$ cat src/rtl/icache_fetcher.sv
// Instruction fetch stage with a direct-mapped cache: hits answer one cycle after FETCH,
// misses hold a valid/ready program-memory read until ready, then fill the line.
module icache_fetcher #(
  parameter int PROGRAM_MEM_ADDR_BITS = 8,
  parameter int PROGRAM_MEM_DATA_BITS = 16,
  parameter int CACHE_LINES           = 8
) (
  input  logic                             clk,
  input  logic                             reset,
  input  logic [3:0]                       core_state,
  input  logic [PROGRAM_MEM_ADDR_BITS-1:0] current_pc,
  input  logic                             flush,
  output logic                             mem_read_valid,
  output logic [PROGRAM_MEM_ADDR_BITS-1:0] mem_read_address,
  input  logic                             mem_read_ready,
  input  logic [PROGRAM_MEM_DATA_BITS-1:0] mem_read_data,
  output logic [2:0]                       fetcher_state,
  output logic [PROGRAM_MEM_DATA_BITS-1:0] instruction,
  output logic [15:0]                      hit_count,
  output logic [15:0]                      miss_count
);

  localparam int IDX = $clog2(CACHE_LINES);
  localparam int TAG = PROGRAM_MEM_ADDR_BITS - IDX;

  localparam logic [3:0] CORE_FETCH  = 4'b0001;
  localparam logic [3:0] CORE_DECODE = 4'b0010;

  typedef enum logic [2:0] {
    IDLE    = 3'b000,
    REQUEST = 3'b010,
    FETCHED = 3'b011
  } fetch_state_t;

  fetch_state_t state_q, state_d;

  logic [CACHE_LINES-1:0]           valid_q;
  logic [TAG-1:0]                   tag_q  [CACHE_LINES];
  logic [PROGRAM_MEM_DATA_BITS-1:0] data_q [CACHE_LINES];

  logic [IDX-1:0] lk_idx, fill_idx;
  logic [TAG-1:0] lk_tag, fill_tag;
  logic           lk_hit;
  logic           do_hit, do_miss, do_fill;

  assign lk_idx = current_pc[IDX-1:0];
  assign lk_tag = current_pc[PROGRAM_MEM_ADDR_BITS-1:IDX];
  assign lk_hit = valid_q[lk_idx] && (tag_q[lk_idx] == lk_tag);

  // The fill targets the latched request address, not whatever current_pc shows now.
  assign fill_idx = mem_read_address[IDX-1:0];
  assign fill_tag = mem_read_address[PROGRAM_MEM_ADDR_BITS-1:IDX];

  assign fetcher_state = state_q;

  always_comb begin
    state_d = state_q;
    do_hit  = 1'b0;
    do_miss = 1'b0;
    do_fill = 1'b0;
    case (state_q)
      IDLE: begin
        if (core_state == CORE_FETCH) begin
          if (lk_hit) begin
            do_hit  = 1'b1;
            state_d = FETCHED;
          end else begin
            do_miss = 1'b1;
            state_d = REQUEST;
          end
        end
      end
      REQUEST: begin
        if (mem_read_ready) begin
          do_fill = 1'b1;
          state_d = FETCHED;
        end
      end
      FETCHED: begin
        if (core_state == CORE_DECODE) state_d = IDLE;
      end
      default: state_d = IDLE;
    endcase
  end

  always_ff @(posedge clk) begin
    if (reset) begin
      state_q          <= IDLE;
      mem_read_valid   <= 1'b0;
      mem_read_address <= '0;
      instruction      <= '0;
      hit_count        <= '0;
      miss_count       <= '0;
      valid_q          <= '0;
    end else begin
      state_q <= state_d;
      if (do_hit) begin
        instruction <= data_q[lk_idx];
        if (hit_count != 16'hFFFF) hit_count <= hit_count + 16'd1;
      end
      if (do_miss) begin
        mem_read_valid   <= 1'b1;
        mem_read_address <= current_pc;
        if (miss_count != 16'hFFFF) miss_count <= miss_count + 16'd1;
      end
      if (do_fill) begin
        mem_read_valid <= 1'b0;
        instruction    <= mem_read_data;
      end
      // Flush beats a same-cycle fill; the lookup above already saw the old valid bits.
      if (flush)        valid_q           <= '0;
      else if (do_fill) valid_q[fill_idx] <= 1'b1;
    end
  end

  always_ff @(posedge clk) begin
    if (do_fill && !reset) begin
      data_q[fill_idx] <= mem_read_data;
      tag_q[fill_idx]  <= fill_tag;
    end
  end

endmodule

$ cat config.mk
export PLATFORM = sky130hd
export DESIGN_NAME = icache_fetcher
export DESIGN_NICKNAME = d
export VERILOG_FILES = /design/src/rtl/icache_fetcher.sv
export SDC_FILE = /design/constraint.sdc
export NUM_CORES = 1
export LEC_CHECK = 0
export BUFFER_PORTS_ARGS = -buffer_cell sky130_fd_sc_hd__buf_2
export CORE_MARGIN = 1
export CORE_UTILIZATION = 45
export DETAILED_ROUTE_END_ITERATION = 8
export PLACE_DENSITY = 0.67
export SETUP_SLACK_MARGIN = 0.02
export SYNTH_ARGS = -nofsm -noshare
export SYNTH_HDL_FRONTEND = slang
export SYNTH_SLANG_ARGS = --single-unit
$ cat constraint.sdc
create_clock -name clk -period 3.2 [get_ports clk]
set_input_delay 0.48 -clock clk [delete_from_list [all_inputs] [get_ports clk]]
set_output_delay 0.48 -clock clk [all_outputs]
set_load 0.02 [all_outputs]
==> impl_metrics.ini <==
[run_status]
status = finished, final reports clean

[clocking]
cts_tree = built
clk_pin_slew_worst_paths_ns = 0.06
numCtsBuffers = 25
clock_sinks = 235
ctsHoldBuffers = 0
cts_resized = 0
post-cts-setup-buffer-count = 0
clockBufferDepth = 3
cts_root_buffer = clkbuf_16
insertion_delay_ns = 0.53
htree_levels = 1

[global_routing]
grt_use_total = 0.197
grt_overflow = 0
grt_pass1_vias = 5962
grt_pass1_wl_mm = 33.2
antenna_found_initial = 2
grt_max_degree = 68

[setup_path]
worst_path_max_delay_cell = nor4b_2
crit_required_ns = 3.61
critPathLaunchType = register
cp.arrival_ns = 3.01
cp-end-kind = register
worstPathCellList = mux2_2, o22ai_1, nor3_1, nor4b_2, nand4_2, buf_12, nor4_1, mux2_2
ff2ff_path_depth = 8
cpMostUsedCell = mux2_2
max_stage_delay_ns = 0.47
worstSetupPathType = register to register
worstPathMaxFanout = 26

[place]
dp.cells = 1015
placement.io_buffers = 90
place_hpwl_mm = 13.2
gp_congestion = 0.823

[detailed_routing]
first_pass_iters = 5
routedWlPerCell_um = 20.1
drcViolationCount = 0
num_vias = 6051
routed_wirelength_mm = 21.4
drtIter0Drc = 376
ant_nets = 0
viasPerCell = 5.70

[timing]
max_freq_mhz = 384
worst_slew_pin_slew_ns = 0.836
period_share = 0.814
whs_ns = 0.224
drv_slew = 0
setup_viol = 0
rsz0062_at_grt = no
finalSetupTns_ns = 0
fin_skew_ns = 0.0169
max-slew-margin-rel = 0.441
finalHoldViolations = 0
fin_crit_ns = 2.60

[logic_synthesis]
yosys.area.top_type = edfxtp_1
ys_types = 54
async_flop_share = 0
synth_cells = 656
ys_seq_area_frac = 0.656
synth_top_area_frac = 0.518
yosys_register_bits = 235
yosys_warnings = 0
synth.cell_area_um2 = 9740
avgSynthCellArea_um2 = 14.8
synth_fp_nets = 690
ys_top_cells_by_area = edfxtp_1 (52%), dfxtp_1 (14%), mux4_2 (7.9%)
yosys_most_used_dff = edfxtp_1
synth_edf_count = 168

[power_and_ir_drop]
p_sw_mw = 1.35
p_per_area_nw_per_um2 = 563
sw_frac_of_total = 0.209
sequentialPowerShare = 0.511
p_leak_nw = 4.09
p_int_mw = 5.10
comb_power_share = 0.046
p_clk_frac = 0.443
ir_drop_mv = 0.537

[floorplanning]
die-width_um = 149
coreArea_um2 = 21100
initial_core_util = 0.462
io_pins = 92
die_height_um = 149
die_area_um2 = 22200
placementRows = 53

[final_layout]
area_growth_pct = 17.6
nNetsFinal = 801
instances_no_fill = 1061
fin_util = 0.543
drive_above_1_share = 0.317
nFillCells = 1713

[min_path]
holdCritPathClass = input port to register
hold-path-cell-count = 1

[job]
cap_viol_max_count = 0
## state kept, by name, indices dropped and copies added (netlist names)
| signal | flops |
|---|---|
| hit_count | 16 |
| tag_q | 40 |
| fetcher_state | 2 |
| instruction | 16 |
| data_q | 128 |
| valid_q | 8 |
| miss_count | 16 |
| mem_read_address | 8 |
| mem_read_valid | 1 |
## cell type report
cell class / instances / area, um^2 / area share
Inverter: 5 / 18.8 / 0.00164
Sequential cell: 235 / 6390 / 0.557
Antenna cell: 1 / 2.50 / 0.000218
Tap cell: 275 / 344 / 0.0300
Multi-Input combinational cell: 381 / 3180 / 0.278
Clock buffer: 34 / 699 / 0.0611
Timing Repair Buffer: 119 / 696 / 0.0607
Clock inverter: 11 / 125 / 0.0109
## cell usage after synthesis (2+ instances only)
cell type,instances
buf_4,3
a22o_1,5
a21oi_1,19
nor2b_1,16
inv_1,5
o22ai_1,5
nor3_1,12
mux2_2,39
or4b_1,2
ha_1,2
mux4_2,34
nand2b_1,25
and3_1,9
nor4b_2,2
clkbuf_1,21
nand4_1,4
or3_1,2
nor3b_1,2
o21ai_0,19
nor4_1,8
dfxtp_1,67
nor2_1,40
nor4_2,2
nand2_1,33
nor4b_1,2
nand3b_1,2
o41ai_1,2
a31oi_1,6
buf_2,7
edfxtp_1,168
mux2i_1,36
nand3_1,10
o21a_1,2
buf_6,3
or4_1,13
o31ai_1,11
## through the flow
| step | setup WS (ns) | cell area (um^2) | total power [mW] |
|---|---|---|---|
| 4_1_cts | 0.626 | 11500 | 6.51 |
| 5_1_grt | 0.433 | 11500 | 6.64 |
| 3_5_place_dp | 0.120 | 10600 | 3.65 |
| 3_3_place_gp | 0.180 | 10600 | 3.64 |
| 6_report | 0.597 | 11500 | 6.45 |
| 2_1_floorplan | 0.0464 | 9740 | 3.54 |
## layout by cell type (no fill, tap or decap), types with 3 or more instances in the layout
cell       synthesis  routed
edfxtp_1         168     168
buf_2              7      89
dfxtp_1           67      67
mux2_2            39      39
mux2i_1           36      36
nor2_1            40      34
mux4_2            34      34
nand2_1           33      33
buf_4              3      28
nand2b_1          25      25
clkbuf_16          0      25
a21oi_1           19      19
o21ai_0           19      19
nor2b_1           16      16
or4_1             13      13
o31ai_1           11      11
nor3_1            12      10
nand3_1           10      10
and3_1             9       9
nor4_1             8       8
nor2_2             0       6
a31oi_1            6       6
inv_1              5       5
o22ai_1            5       5
a22o_1             5       5
clkbuf_1          21       5
nand4_1            4       4
clkinv_2           0       4
clkbuf_8           0       4
nor3_2             1       3
## worst paths after layout
| check | startpoint | end | slack (ns) |
|---|---|---|---|
| max | tag_q[6][0]$_DFFE_PP_ | hit_count[14]$_SDFFE_PP0P_ | 0.60 |
| min | mem_read_data[4] | data_q[3][4]$_DFFE_PP_ | 0.22 |
| max reg2reg | tag_q[6][0]$_DFFE_PP_ | hit_count[14]$_SDFFE_PP0P_ | 0.60 |
| min reg2reg | valid_q[3]$_SDFFE_PP0P_ | valid_q[3]$_SDFFE_PP0P_ | 0.47 |
## metal layers
layer,wire [um],track usage,vias up
met5,8,0,-
met4,562,0.0658,2
met3,1310,0.0373,46
met2,10500,0.329,189
met1,9020,0.257,3051
li1,-,-,2763
## cells by family (layout without fill, tap and decap cells)
family                     count (synthesis)  count (layout)  synth area share
AOI/OAI and AO/OA                         76              76            0.0488
adders and majority gates                  2               2           0.00257
buffers and inverters                     40             169            0.0198
DFF                                      235             235             0.656
muxes                                    110             110             0.162
other                                      1               2          0.000385
and+or+nand+nor                          192             192             0.111
## power by group through the flow
stage / sequential [mW] / combinational [mW] / clock, mW
final: 3.29 / 0.295 / 2.86
after CTS: 3.29 / 0.299 / 2.92
after global placement: 3.36 / 0.288 / 0
after detailed placement: 3.36 / 0.297 / 0
after floorplan: 3.37 / 0.172 / 0
after global routing: 3.29 / 0.322 / 3.03
## worst max-delay path, delay by kind of cell, from the launching register on
| family | cells | cell delay (ns) |
|---|---|---|
| and+or+nand+nor | 4 | 1.05 |
| muxes | 2 | 0.65 |
| DFF | 1 | 0.37 |
| buffers and inverters | 1 | 0.22 |
| AOI/OAI and AO/OA | 1 | 0.19 |
Power figures use the tool's default switching activity.
